<file path="src/rtl/button_pkg.sv">
// Shared state encoding and default 50 MHz timing for the push-button conditioner.
package button_pkg;

    typedef enum logic [1:0] {
        RELEASED   = 2'd0,
        PRESS_PEND = 2'd1,
        PRESSED    = 2'd2,
        REL_PEND   = 2'd3
    } key_state_t;

    localparam int DEF_N_BTN           = 2;
    localparam int DEF_DEBOUNCE_CYCLES = 50000;     // 1 ms
    localparam int DEF_REPEAT_DELAY    = 25000000;  // 500 ms
    localparam int DEF_REPEAT_PERIOD   = 5000000;   // 100 ms

endpackage

</file>
<file path="src/rtl/key_debounce.sv">
// One key channel: two-flop synchroniser, debounce FSM, registered level/pulses.
// The auto-repeat timer is built only when KEY_REPEAT_EN is defined.
//   state      | meaning
//   RELEASED   | accepted released, waiting for s=0
//   PRESS_PEND | s=0 seen, counting stable samples toward a press
//   PRESSED    | accepted pressed, waiting for s=1
//   REL_PEND   | s=1 seen, counting stable samples toward a release
module key_debounce
    import button_pkg::*;
#(
    parameter int DEBOUNCE_CYCLES = DEF_DEBOUNCE_CYCLES
`ifdef KEY_REPEAT_EN
    ,
    parameter int REPEAT_DELAY    = DEF_REPEAT_DELAY,
    parameter int REPEAT_PERIOD   = DEF_REPEAT_PERIOD
`endif
) (
    input  logic clk,
    input  logic rst_n,
    input  logic key_raw,
    output logic key_level,
    output logic key_press,
    output logic key_release
);

    localparam int               CNT_W    = $clog2(DEBOUNCE_CYCLES);
    localparam logic [CNT_W-1:0] CNT_LAST = CNT_W'(DEBOUNCE_CYCLES - 1);

    logic             sync1;
    logic             s;
    key_state_t       state_q;
    key_state_t       state_d;
    logic [CNT_W-1:0] cnt_q;
    logic [CNT_W-1:0] cnt_d;
    logic             level_d;
    logic             press_d;
    logic             release_d;
    logic             press_edge;
    logic             rpt_fire;

    always_ff @(posedge clk or negedge rst_n) begin
        if (!rst_n) begin
            sync1       <= 1'b1;
            s           <= 1'b1;
            state_q     <= RELEASED;
            cnt_q       <= '0;
            key_level   <= 1'b0;
            key_press   <= 1'b0;
            key_release <= 1'b0;
        end else begin
            sync1       <= key_raw;
            s           <= sync1;
            state_q     <= state_d;
            cnt_q       <= cnt_d;
            key_level   <= level_d;
            key_press   <= press_d;
            key_release <= release_d;
        end
    end

    // Any sample that disagrees with the pending change aborts it.
    always_comb begin
        state_d = state_q;
        cnt_d   = cnt_q;
        unique case (state_q)
            RELEASED: begin
                if (!s) begin
                    state_d = PRESS_PEND;
                    cnt_d   = CNT_W'(1);
                end
            end
            PRESS_PEND: begin
                if (s) begin
                    state_d = RELEASED;
                    cnt_d   = '0;
                end else if (cnt_q == CNT_LAST) begin
                    state_d = PRESSED;
                    cnt_d   = '0;
                end else begin
                    cnt_d = cnt_q + CNT_W'(1);
                end
            end
            PRESSED: begin
                if (s) begin
                    state_d = REL_PEND;
                    cnt_d   = CNT_W'(1);
                end
            end
            REL_PEND: begin
                if (!s) begin
                    state_d = PRESSED;
                    cnt_d   = '0;
                end else if (cnt_q == CNT_LAST) begin
                    state_d = RELEASED;
                    cnt_d   = '0;
                end else begin
                    cnt_d = cnt_q + CNT_W'(1);
                end
            end
            default: begin
                state_d = RELEASED;
                cnt_d   = '0;
            end
        endcase
    end

    assign press_edge = (state_q == PRESS_PEND) && (state_d == PRESSED);

    always_comb begin
        press_d   = press_edge || rpt_fire;
        release_d = (state_q == REL_PEND) && (state_d == RELEASED);
        level_d   = (state_d == PRESSED) || (state_d == REL_PEND);
    end

`ifdef KEY_REPEAT_EN
    localparam int RPT_MAX = (REPEAT_DELAY > REPEAT_PERIOD) ? REPEAT_DELAY : REPEAT_PERIOD;
    localparam int RPT_W   = $clog2(RPT_MAX + 1);
    localparam logic [RPT_W-1:0] RPT_FIRST = RPT_W'(REPEAT_DELAY - 1);
    localparam logic [RPT_W-1:0] RPT_NEXT  = RPT_W'(REPEAT_PERIOD - 1);

    logic [RPT_W-1:0] rpt_q;
    logic             held;

    assign held = (state_q == PRESSED) || (state_q == REL_PEND);
    // A repeat landing on the release edge is dropped so the pulses never overlap.
    assign rpt_fire = held && (state_d != RELEASED) && (rpt_q == '0);

    always_ff @(posedge clk or negedge rst_n) begin
        if (!rst_n) begin
            rpt_q <= '0;
        end else if (press_edge) begin
            rpt_q <= RPT_FIRST;
        end else if (!held || (state_d == RELEASED)) begin
            rpt_q <= '0;
        end else if (rpt_q == '0) begin
            rpt_q <= RPT_NEXT;
        end else begin
            rpt_q <= rpt_q - RPT_W'(1);
        end
    end
`else
    assign rpt_fire = 1'b0;
`endif

endmodule

</file>
<file path="src/rtl/button_conditioner.sv">
// Push-button front end: N_BTN independent synchronise/debounce channels.
// Define KEY_REPEAT_EN to build the per-key auto-repeat of key_press.
module button_conditioner
    import button_pkg::*;
#(
    parameter int N_BTN           = DEF_N_BTN,
    parameter int DEBOUNCE_CYCLES = DEF_DEBOUNCE_CYCLES,
    parameter int REPEAT_DELAY    = DEF_REPEAT_DELAY,
    parameter int REPEAT_PERIOD   = DEF_REPEAT_PERIOD
) (
    input  logic             clk,
    input  logic             button0,
    input  logic [N_BTN-1:0] keys,
    output logic [N_BTN-1:0] key_level,
    output logic [N_BTN-1:0] key_press,
    output logic [N_BTN-1:0] key_release
);

    if ((N_BTN < 1) || (DEBOUNCE_CYCLES < 2) || (REPEAT_DELAY < 1) || (REPEAT_PERIOD < 1)) begin : g_bad_params
        $error("button_conditioner: illegal parameter set");
    end

    for (genvar i = 0; i < N_BTN; i++) begin : g_key
        key_debounce #(
            .DEBOUNCE_CYCLES (DEBOUNCE_CYCLES)
`ifdef KEY_REPEAT_EN
            ,
            .REPEAT_DELAY    (REPEAT_DELAY),
            .REPEAT_PERIOD   (REPEAT_PERIOD)
`endif
        ) u_key (
            .clk         (clk),
            .rst_n       (button0),
            .key_raw     (keys[i]),
            .key_level   (key_level[i]),
            .key_press   (key_press[i]),
            .key_release (key_release[i])
        );
    end

endmodule

</file>
<file path="config.mk">
export PLATFORM = sky130hd
export DESIGN_NAME = button_conditioner
export DESIGN_NICKNAME = d
export VERILOG_FILES = /design/src/rtl/button_pkg.sv /design/src/rtl/key_debounce.sv /design/src/rtl/button_conditioner.sv
export SDC_FILE = /design/constraint.sdc
export NUM_CORES = 1
export LEC_CHECK = 0
export CORE_ASPECT_RATIO = 2
export CORE_MARGIN = 2
export CORE_UTILIZATION = 55
export CTS_CLUSTER_DIAMETER = 150
export DETAILED_ROUTE_END_ITERATION = 16
export GPL_TIMING_DRIVEN = 0
export PLACE_DENSITY_LB_ADDON = 0.12
export SETUP_SLACK_MARGIN = 0.4
export SLEW_MARGIN = 15
export SYNTH_ARGS = -nofsm -noshare
export SYNTH_HDL_FRONTEND = slang
export SYNTH_SLANG_ARGS = --single-unit
</file>
<file path="constraint.sdc">
create_clock -name clk -period 2.2 [get_ports clk]
set_input_delay 0.55 -clock clk [delete_from_list [all_inputs] [get_ports clk]]
set_output_delay 0.55 -clock clk [all_outputs]
set_load 0.02 [all_outputs]
</file>
After elaboration in Yosys (flattened, before gate mapping)
Cells that the tools add are included.
Widths: inputs -> output; s select.
{"block": "word_totals", "ff_bits": 46, "inputBits": 4}
{"block": "classes", "addsub": 2, "eq_ne": 16, "mux": 26, "n_reduce_logical": 12}
{"cell": "$mux 16", "n": 10}
{"cell": "$pmux 16 s4", "n": 2}
{"cell": "$add 16x1->16 const B", "n": 2}
{"cell": "$eq 16x16->1 const B", "n": 2}
{"cell": "$mux 2", "n": 12}
{"cell": "$eq 2x2->1 const B", "n": 8}
{"cell": "$pmux 2 s4", "n": 2}
{"cell": "$logic_not 2->1", "n": 4}
{"cell": "$eq 2x1->1 const B", "n": 2}
{"cell": "$logic_and 1x1->1", "n": 4}
{"cell": "$ne 2x1->1 const B", "n": 2}
{"cell": "$ne 2x2->1 const B", "n": 2}
{"cell": "$reduce_and 2->1", "n": 2}
{"cell": "$logic_or 1x1->1", "n": 2}

Logic depth before layout (Yosys ltp)
{"block": "depth", "word_depth": 6, "depth_mapped": 6}

By module
Synthesis repeated with hierarchy kept, for this count alone.
{"block": "unflattened", "hier_cells": 250, "area_unflattened_um2": 2427.3}
{"module": "key_debounce", "n_inst": 2, "cells_per_inst": 125, "area_each_um2": 1213.7, "seq_area_each_um2": 578.1}

Least setup slack after synthesis
OpenSTA, ideal clock, no wires.
{"block": "synth_timing", "path_type": "reg2reg", "from": "register g_key[0].u_key.cnt_q[4]", "to": "register g_key[0].u_key.cnt_q[4]", "setup_time_ns": 0.133, "arrival_time_ns": 1.830, "required_ns": 2.067, "setup_slack_ns": 0.237, "stages_incl_launch_ff": 6, "path_cell_list": "dfrtp_1 > or4_4 > or4_4 > buf_6 > a31oi_1 > a31oi_1"}
{"block": "synth_between", "elab_chain_len": 4, "word_cells_on_any_way": 6, "classes_between": "add/sub (1); eq/ne (1); mux (4)"}
{"element": "start, declared", "line_no": "key_debounce.sv:33", "source": "logic [CNT_W-1:0] cnt_q;"}
{"element": "start signal, assigned", "line_no": "key_debounce.sv:54", "source": "cnt_q <= cnt_d;"}
{"element": "$add 16x1->16 / $eq 16x16->1 (equally long branches)"}
{"element": "$mux 16 (*)", "line_no": "key_debounce.sv:76, key_debounce.sv:93"}
{"element": "$mux 16, on equally long branches", "line_no": "key_debounce.sv:90, key_debounce.sv:73"}
{"element": "$pmux 16 s4 (*)", "line_no": "key_debounce.sv:65", "source": "unique case (state_q)"}
Mark *: on every way between the ends. The rest lies on a longest branch, timed or not.
A chain may end at the register's enable or synchronous reset.

Worst setup path in the final report
{"block": "layout_timing", "from": "register g_key[0].u_key.cnt_q[7]", "to": "register g_key[0].u_key.cnt_q[7]"}
The elaborated chain is that of the path after synthesis.

==> run_results.csv <==
group,metric,value,unit
die,ios,10,
worst_setup_path,setup.worst_path.end_class,"flip-flop",
timing,grt_setup_unrepaired,"yes",
detailed_routing,drt-initial-drc-count,87,
global_route,grt_pass1_wl,11050,um
yosys,synth-edff-count,0,
die,dieArea,5230,um^2
detailed_routing,top_layer_used,"met4",
yosys,synthTopCellsByCount,"dfrtp_1 (42), a31oi_1 (14), nand2_1 (13), nor2_1 (13), nor4_1 (13)",
yosys,synth_top_cell_area_share,41.22,%
placed_design,post-dp-hpwl,4286,um
worst_setup_path,critPathLaunchType,"flip-flop",
clock_network,root_buffer,"clkbuf_8",
yosys,synth_area,2550,um^2
detailed_routing,wl_met2,4010,um
timing,setup_viol,0,
cells_and_area,final_net_count,307,
cells_and_area,final_core_util,75.38,%
cells_and_area,syn_to_final_growth,34.64,%
clock_network,htree_num_levels,2,
detailed_routing,dr_wl_met3,169,um
timing,finClkSkew,7.763,ps
detailed_routing,ant_nets,0,
cells_and_area,antenna_cells,0,
timing,post-route-period-util,93.62,%
detailed_routing,drt-pass1-iter-count,4,
global_route,grtUsageTotal,27.89,%
yosys,postSynthCellCount,252,
yosys,synthArstFlopShare,100.0,%
detailed_routing,drt-vias-per-instance,6.538,
yosys,synth_fp_nets,258,
timing,slew_violations,0,
placed_design,pre_cts_slack,-26.89,ps
clock_network,ctsHoldBuffers,0,
timing,clock.fmax,485.5,MHz
run_status,status,"complete, no violations",
yosys,postSynthRegisterBits,46,
yosys,synth.area.top_cells,"dfrtp_1 (41%), dfstp_2 (4.1%), a31oi_1 (3.4%)",
timing,tightest_slew,727.4,ps
power_and_ir_drop,peakVddDrop,0.0006253,V
detailed_routing,drc,0,
hold_path,min_path_type,"in -> async",
detailed_routing,routedWlPerCell,19.64,um
cells_and_area,design_area,3433,um^2
yosys,yosysSeqAreaShare,45.34,%
timing,tns,0,ps
detailed_routing,wl_met1,2577,um
yosys,ys_types,50,
worst_setup_path,crit_type,"reg -> reg",
power_and_ir_drop,leakage,1.403,nW
clock_network,cts_num_sinks,46,
detailed_routing,vias,2334,
job,max_cap_viol_count,0,
clock_network,clkSlewWorstSetupHoldPaths,90,ps
clock_network,clock_path_buffers,2,
worst_setup_path,cp_data_required_time,2390,ps
placed_design,place_congestion,0.8221,
clock_network,clock_latency,300,ps
detailed_routing,wirelength,7011,um
die,initial_core_util,55.99,%
yosys,synth.most_common_cell,"dfrtp_1",
global_route,grt_max_degree,34,
global_route,grt_overflow_total,0,
worst_setup_path,critPathArrivalTime,2250,ps
clock_network,cts_buffers,5,
clock_network,cts_tree,"done",
die,die_y,100.3,um
placed_design,io_buffer_count,9,
placed_design,postPlaceCellArea,2754,um^2
global_route,first_global_vias,2379,
yosys,synth.avg_cell_area,10.12,um^2
die,core,4554,um^2
global_route,antenna_found_initial,0,
timing,slew_headroom,51.33,%
die,rows,35,
timing,period_needed,2060,ps
yosys,yosys_warnings,0,
die,die_x,52.15,um
power_and_ir_drop,p_per_area,489.2,nW/um^2
yosys,synth-main-ff-cell,"dfrtp_1",
timing,hold_ws,143.6,ps
cells_and_area,drive_above_1_share,38.08,%
timing,worst_slack,140.4,ps
yosys,yosysTopAreaCell,"dfrtp_1",
worst_setup_path,cp_max_fo,5,
timing,final_hold_viol_count,0,
## final timing paths
check	cells past startpoint	to	slack, ps	startpoint
max in group asynchronous	2	g_key[0].u_key.s	1490	button0
worst min-delay path	1	g_key[0].u_key.cnt_q[9]	140	button0
worst min register to register	0	g_key[0].u_key.s	360	g_key[0].u_key.sync1
worst max register to register	5	g_key[0].u_key.cnt_q[7]	140	g_key[0].u_key.cnt_q[7]
worst max-delay path	5	g_key[0].u_key.cnt_q[7]	140	g_key[0].u_key.cnt_q[7]
min in group clk	0	g_key[0].u_key.s	360	g_key[0].u_key.sync1
## routing by layer
metal,vias to the layer above,GRT usage (%)
li1,1086,-
met1,1163,28.99
met2,62,51.22
met3,23,2.827
met4,0,16.57
met5,-,0
## what timing repair did
action,4_1_cts,5_1_grt
endpoints found under the setup margin,48,42
buffers inserted,16,13
gates cloned,3,0
pin swaps,15,9
gates resized for setup,44,35
## stage by stage
stage	total power, W	instances
finish	0.001680	357
global route	0.001738	357
CTS	0.001651	344
detailed placement	0.001096	317
global placement	0.001088	316
floorplan	0.001036	252
## critical path: stages, from the launching register on
cell and delay, ps:
dfrtp_1 420, or4b_4 560, or4_4 590, buf_8 180, a31oi_2 120, o21ai_1 80
## flip-flops by register name (all words and copies together) (netlist names)
register	count
g_key.u_key.cnt_q	32
g_key.u_key.state_q	4
g_key.u_key.key_level	2
g_key.u_key.key_press	2
g_key.u_key.key_release	2
g_key.u_key.s	2
g_key.u_key.sync1	2
## cell families after synthesis
logic type / after synthesis / share of synthesized area (%)
muxes: 6 / 2.453
xor gates and xnor gates: 5 / 1.718
adders and majority gates: 2 / 0.9812
DFF: 46 / 45.34
buffers and inverters: 27 / 5.937
AOI/OAI and AO/OA: 55 / 16.14
and+or+nand+nor: 111 / 27.43
## report_power, final
group,internal [W],switching (W)
registers,0.000887,0.0000737
logic,0.0000833,0.0000977
clock network,0.000254,0.000284
## cells in the final DEF, fill, tap and decap left out, types with 6 or more instances in the layout
| cell type | instances |
|---|---|
| nor4_1 | 10 |
| nor3_1 | 9 |
| buf_6 | 10 |
| nand3_1 | 8 |
| inv_1 | 8 |
| a31oi_1 | 8 |
| dfrtp_2 | 10 |
| o21a_1 | 6 |
| dfrtp_1 | 32 |
| and3_1 | 6 |
| nor2_1 | 11 |
| nand4_1 | 8 |
| buf_4 | 31 |
| dlygate4sd2_1 | 6 |
| clkbuf_8 | 6 |
| a22o_1 | 6 |
| or4_1 | 6 |
| nand2_1 | 12 |
## layout make-up
class | count | area, um^2
plain buffers | 19 | 153.9
clock buffers | 7 | 86.33
clock inverters | 1 | 5.005
fillers | 317 | 1121
inverters | 8 | 30.03
multi-input cells | 179 | 1540
flip-flops and latches | 46 | 1169
well taps | 55 | 68.82
repair buffers | 42 | 380.4
Power figures use the tool's default switching activity.
